===== src/rtl/if_stage_pkg.sv =====
// Shared RISC-V fetch definitions: NOP encoding, reset PC and fetch FSM states.
package if_stage_pkg;

   localparam logic [31:0] RISCV_NOP      = 32'h0000_0013;
   localparam logic [63:0] RISCV_RESET_PC = 64'h0000_0000_8000_0000;

   typedef enum logic [1:0] {
      IF_ST_REQ  = 2'd0,
      IF_ST_WAIT = 2'd1,
      IF_ST_DROP = 2'd2
   } if_state_e;

endpackage


===== src/rtl/if_stage_fifo.sv =====
// Register-based synchronous fetch buffer; flush wins over push and pop.
module if_fifo #(
   parameter int W     = 96,
   parameter int DEPTH = 2,
   localparam int AW   = $clog2(DEPTH)
) (
   input  logic          clk,
   input  logic          rst,
   input  logic          flush_i,
   input  logic          push_i,
   input  logic [W-1:0]  data_i,
   input  logic          pop_i,
   output logic [W-1:0]  data_o,
   output logic [AW:0]   count_o,
   output logic          full_o,
   output logic          empty_o
);

   logic [W-1:0]  mem_q [DEPTH];
   logic [AW-1:0] rd_ptr_q, wr_ptr_q;
   logic [AW:0]   count_q;
   logic          push_ok, pop_ok;

   assign full_o  = (count_q == (AW+1)'(DEPTH));
   assign empty_o = (count_q == '0);
   assign count_o = count_q;
   assign data_o  = mem_q[rd_ptr_q];

   // A push into a full buffer is legal only when the head leaves in the same cycle.
   assign pop_ok  = pop_i & ~empty_o;
   assign push_ok = push_i & (~full_o | pop_ok);

   always_ff @(posedge clk) begin
      if (rst || flush_i) begin
         rd_ptr_q <= '0;
         wr_ptr_q <= '0;
         count_q  <= '0;
      end else begin
         if (push_ok) wr_ptr_q <= wr_ptr_q + 1'b1;
         if (pop_ok)  rd_ptr_q <= rd_ptr_q + 1'b1;
         count_q <= count_q + (AW+1)'(push_ok) - (AW+1)'(pop_ok);
      end
   end

   always_ff @(posedge clk) begin
      if (push_ok && !flush_i && !rst) mem_q[wr_ptr_q] <= data_i;
   end

endmodule


===== src/rtl/if_stage.sv =====
// Instruction fetch stage: single-outstanding imem handshake feeding a small buffer to decode.
// Optional misaligned-redirect trap is enabled by defining IF_MISALIGN_TRAP_EN.
//
// state      | meaning
// IF_ST_REQ  | free to issue a request when the buffer has room
// IF_ST_WAIT | one live request outstanding
// IF_ST_DROP | one stale request outstanding, its response is discarded
module if_stage
   import if_stage_pkg::*;
#(
   parameter int               XLEN       = 64,
   parameter logic [XLEN-1:0]  RESET_PC   = XLEN'(RISCV_RESET_PC),
   parameter int               FIFO_DEPTH = 2
) (
   input  logic             clk,
   input  logic             rst,
   input  logic             stall_i,
   input  logic             redirect_i,
   input  logic [XLEN-1:0]  redirect_pc_i,
   output logic             imem_req_o,
   output logic [XLEN-1:0]  imem_addr_o,
   input  logic             imem_gnt_i,
   input  logic             imem_rvalid_i,
   input  logic [31:0]      imem_rdata_i,
   output logic             inst_valid_o,
   output logic [31:0]      inst_o,
   output logic [XLEN-1:0]  pc_o
`ifdef IF_MISALIGN_TRAP_EN
   ,
   output logic             fetch_misaligned_o
`endif
);

   localparam int FW = XLEN + 32;
   localparam int AW = $clog2(FIFO_DEPTH);

   if_state_e       state_q;
   logic [XLEN-1:0] fetch_pc_q, pc_lat_q, last_pc_q;
   logic [XLEN-1:0] redir_pc;
   logic            fetch_blocked, outstanding, space;
   logic            fifo_push, fifo_pop, fifo_full, fifo_empty;
   logic [AW:0]     fifo_count;
   logic [FW-1:0]   fifo_din, fifo_dout;
   logic [XLEN-1:0] head_pc, push_pc;
   logic [31:0]     push_inst;

`ifdef IF_MISALIGN_TRAP_EN
   logic trap_q, trap_pend_q, redir_misaligned;

   assign redir_pc           = redirect_pc_i;
   assign redir_misaligned   = |redirect_pc_i[1:0];
   assign fetch_blocked      = trap_q;
   assign fetch_misaligned_o = trap_q & inst_valid_o;
   assign fifo_push = (trap_pend_q | (state_q == IF_ST_WAIT & imem_rvalid_i)) & ~redirect_i & ~rst;
   assign push_pc   = trap_pend_q ? fetch_pc_q : pc_lat_q;
   assign push_inst = trap_pend_q ? RISCV_NOP : imem_rdata_i;

   always_ff @(posedge clk) begin
      if (rst) begin
         trap_q      <= 1'b0;
         trap_pend_q <= 1'b0;
      end else if (redirect_i) begin
         trap_q      <= redir_misaligned;
         trap_pend_q <= redir_misaligned;
      end else begin
         trap_pend_q <= 1'b0;
      end
   end
`else
   logic unused_redir_lsb;

   // Without the trap, fetch addresses are always word aligned.
   assign redir_pc         = {redirect_pc_i[XLEN-1:2], 2'b00};
   assign unused_redir_lsb = ^redirect_pc_i[1:0];
   assign fetch_blocked    = 1'b0;
   assign fifo_push = (state_q == IF_ST_WAIT) & imem_rvalid_i & ~redirect_i & ~rst;
   assign push_pc   = pc_lat_q;
   assign push_inst = imem_rdata_i;
`endif

   assign outstanding = (state_q != IF_ST_REQ);
   assign space       = ~fifo_full & ((int'(fifo_count) + int'(outstanding)) < FIFO_DEPTH);
   assign imem_req_o  = (state_q == IF_ST_REQ) & space & ~redirect_i & ~rst & ~fetch_blocked;
   assign imem_addr_o = fetch_pc_q;

   assign fifo_din = {push_pc, push_inst};
   assign fifo_pop = inst_valid_o & ~stall_i & ~redirect_i;
   assign head_pc  = fifo_dout[FW-1:32];

   assign inst_valid_o = ~fifo_empty;
   assign inst_o       = fifo_empty ? RISCV_NOP : fifo_dout[31:0];
   assign pc_o         = fifo_empty ? last_pc_q : head_pc;

   if_fifo #(
      .W     (FW),
      .DEPTH (FIFO_DEPTH)
   ) u_fifo (
      .clk     (clk),
      .rst     (rst),
      .flush_i (redirect_i),
      .push_i  (fifo_push),
      .data_i  (fifo_din),
      .pop_i   (fifo_pop),
      .data_o  (fifo_dout),
      .count_o (fifo_count),
      .full_o  (fifo_full),
      .empty_o (fifo_empty)
   );

   always_ff @(posedge clk) begin
      if (rst) begin
         state_q    <= IF_ST_REQ;
         fetch_pc_q <= RESET_PC;
         pc_lat_q   <= '0;
         last_pc_q  <= '0;
      end else begin
         if (inst_valid_o) last_pc_q <= head_pc;
         if (redirect_i) begin
            fetch_pc_q <= redir_pc;
            // A request still in flight must have its response swallowed.
            case (state_q)
               IF_ST_WAIT,
               IF_ST_DROP: state_q <= imem_rvalid_i ? IF_ST_REQ : IF_ST_DROP;
               default:    state_q <= IF_ST_REQ;
            endcase
         end else begin
            case (state_q)
               IF_ST_REQ: begin
                  if (imem_req_o && imem_gnt_i) begin
                     state_q    <= IF_ST_WAIT;
                     pc_lat_q   <= fetch_pc_q;
                     fetch_pc_q <= fetch_pc_q + XLEN'(4);
                  end
               end
               IF_ST_WAIT,
               IF_ST_DROP: if (imem_rvalid_i) state_q <= IF_ST_REQ;
               default:    state_q <= IF_ST_REQ;
            endcase
         end
      end
   end

endmodule


===== config.mk =====
export PLATFORM = sky130hd
export DESIGN_NAME = if_stage
export DESIGN_NICKNAME = d
export VERILOG_FILES = /design/src/rtl/if_stage_pkg.sv /design/src/rtl/if_stage_fifo.sv /design/src/rtl/if_stage.sv
export SDC_FILE = /design/constraint.sdc
export NUM_CORES = 1
export LEC_CHECK = 0
export ABC_AREA = 1
export CORE_MARGIN = 1
export CORE_UTILIZATION = 29
export DETAILED_ROUTE_END_ITERATION = 10
export GPL_ROUTABILITY_DRIVEN = 0
export SYNTH_ARGS = -nofsm -noshare
export SYNTH_HDL_FRONTEND = slang
export SYNTH_SLANG_ARGS = --single-unit

===== constraint.sdc =====
create_clock -name clk -period 8.75 [get_ports clk]
set_input_delay 1.3125 -clock clk [delete_from_list [all_inputs] [get_ports clk]]
set_output_delay 1.3125 -clock clk [all_outputs]
set_load 0.1 [all_outputs]

==> impl_metrics.toml <==
[routing]
drt_pre_antenna_iters = 5
antenna_left = 0
drt-wirelength-per-cell_um = 17.81
vias_per_cell = 4.697
drc_errors = 0
drtIter0Drc = 1162
via_count = 13710
wl_mm = 51.98

[floorplan]
design.portCount = 264
row_count = 86
die-width_um = 240.3
initial_utilization = 0.2961
core_um2 = 55630
die_area_um2 = 57750
die_h_um = 240.3

[worst_setup_path]
cp.required_ns = 7.44
worstSetupPathType = "flop to primary output"
critPathCaptureType = "primary output"
startpoint_type = "flop"
r2r_slack_ns = 5.60
slowest_delay_ns = 1.21
arrival_ns = 4.15
r2r_start = "state_q[1]"
worstPathCellList = "inv_2, buf_4, nand2_1, a21oi_1, clkdlybuf4s50_1"
cpMaxStageDelayCell = "clkdlybuf4s50_1"
cp_max_fo = 57

[synthesis]
synth_area_um2 = 16470
syn_inst = 1913
ys_ff_latch = 383
synth_flop_cell = "dfxtp_1"
yosysTopAreaCell = "edfxtp_1"
synthTopCellsByArea = "edfxtp_1 34%, dfxtp_1 24%, nand2_1 11%"
synth.cells.most_frequent = "485 x nand2_1, 233 x nor2_1, 218 x a21oi_1, 195 x dfxtp_1, 188 x edfxtp_1"
synth_top_area_share = 0.3428
synth_edf_count = 188
yosysMostFrequentCell = "nand2_1"
yosys_warnings = 0
syn_area_per_cell_um2 = 8.610
ys_async_sr_fraction = 0
synth_cell_types = 37
yosysSeqAreaShare = 0.5798

[power]
pwr-share-comb = 0.098
sw_frac_of_total = 0.2612
switchingPower_mw = 1.090
clkPwrFrac = 0.434
p_leak_nw = 7.877
vdd_drop_max_uv = 133.5
p_seq_frac = 0.468
intPower_mw = 3.084
power.density_nw_per_um2 = 197.9

[timing]
period_share = 0.6238
tns_ns = 0
hold_viol_final = 0
setup_viol = 0
fin_crit_ns = 5.459
worst_pin_slew_ns = 1.159
rsz0062_at_grt = "no"
slew_headroom = 0.2250
max_freq_mhz = 183.2
finalClockSkew_ns = 0.02281
slew_viol_final = 0

[clock_tree]
postCtsSetupRepairBufs = 0
cts_tree = "yes"
cts.sinks = 383
insertion_delay_ns = 0.58
postCtsHoldBufs = 0
h-tree-depth = 2
clockBufferDepth = 3
cts_buffers = 43
path_clk_slew_ns = 0.06
clockRootBuffer = "clkbuf_16"
cts_resized = 0

[outcome]
status = "finished clean"

[final_layout]
syn_to_final_growth_pct = 28.07
n_antenna_cell = 0
design_area_um2 = 21090
drive_above_1_share = 0.05251
finish.utilization = 0.3792
fillerInstances = 5600
final_nets = 2244

[grt]
grt_pass1_vias = 12930
grt_pass1_wl_mm = 78.26
overflow = 0
grt_max_degree = 104
grt.total_usage = 0.1776
antenna_found_initial = 0

[placement]
place_area_um2 = 19680
hpwl_mm = 34.93
io_buffers = 259

[flow_run]
drv_cap = 0

[hold_path]
hp-start = "pc_lat_q[50]"
hold_class = "flop to flop"
==> registers in the layout, summed over array words and instances, names as in the netlist, named ones only <==
signal / cells
imem_addr_o: 62
last_pc_q: 64
state_q: 2
u_fifo.mem_q: 188
pc_lat_q: 62
u_fifo.count_o: 2
u_fifo.wr_ptr_q: 1
u_fifo.rd_ptr_q: 1
==> cell families after synthesis <==
| group | synth area share |
|---|---|
| adder cells (fa/ha/maj) | 0.003798 |
| other | 0.0002277 |
| AND/OR/NAND/NOR | 0.2286 |
| buffers and inverters | 0.06852 |
| flip-flops | 0.5798 |
| AO/OA/AOI/OAI | 0.1074 |
| XOR/XNOR | 0.01170 |
==> power groups by stage <==
stage	Clock [mW]	Combinational, mW	Sequential (mW)
finish	1.81	0.408	1.96
CTS	1.86	0.409	1.95
floorplan	0	0.153	2.10
detailed placement	0	0.407	1.99
global route	1.93	0.433	1.96
global placement	0	0.403	1.99
==> through the flow <==
stage / worst slack (ns) / hold WS (ns) / total power [mW] / cells
finish: 3.291 / 0.4457 / 4.173 / 2919
global route: 3.026 / 0.4656 / 4.324 / 2919
CTS: 3.097 / 0.4476 / 4.222 / 2919
detailed placement: 3.752 / 0.4374 / 2.400 / 2840
global placement: 3.779 / 0.4320 / 2.395 / 2840
floorplan: 2.320 / 0.4203 / 2.253 / 1914
==> worst paths after layout <==
kind	to	cells after the start
hold / removal	u_fifo.mem_q[1][82]	0
hold reg to reg	u_fifo.mem_q[1][82]	0
setup reg to reg	imem_addr_o[20]	11
setup / recovery	pc_o[21]	5
==> worst max-delay path, delay by kind of cell (launching register included) <==
kind            cells  cell delay, ns
buf+inv             3            2.51
flops               1            0.53
compound gates      1            0.33
simple gates        1            0.12
==> cell type report <==
| cell class | instances | area [um2] | share of cell area |
|---|---|---|---|
| clock inverters | 23 | 257.7 | 0.01222 |
| multi-input cells | 1255 | 5829 | 0.2764 |
| flip-flops and latches | 383 | 9550 | 0.4528 |
| inverters | 182 | 685.7 | 0.03250 |
| well taps | 748 | 935.9 | 0.04437 |
| clock buffers | 56 | 1155 | 0.05475 |
| repair buffers | 272 | 2680 | 0.1271 |
==> routing by layer <==
| layer | share of wire | vias to the layer above | GRT usage | wire length [um] |
|---|---|---|---|---|
| met3 | 0.066 | 87 | 0.03352 | 3446 |
| met5 | 0 | - | 0 | 0 |
| met2 | 0.45 | 476 | 0.2772 | 23240 |
| met1 | 0.46 | 6465 | 0.2476 | 23900 |
| met4 | 0.027 | 0 | 0.05385 | 1388 |
| li1 | - | 6682 | - | - |
==> layout by cell type, fill, tap and decap left out, drive strengths merged, types with 16 or more instances in the layout <==
master,count
dfxtp,195
nand4,16
and2,63
clkdlybuf4s50,257
nand2,487
xor2,17
edfxtp,188
a211oi,23
nand3,50
nor2,248
inv,182
a21oi,218
o21ai,78
clkbuf,56
No activity file was read; power rests on OpenSTA's default activity.
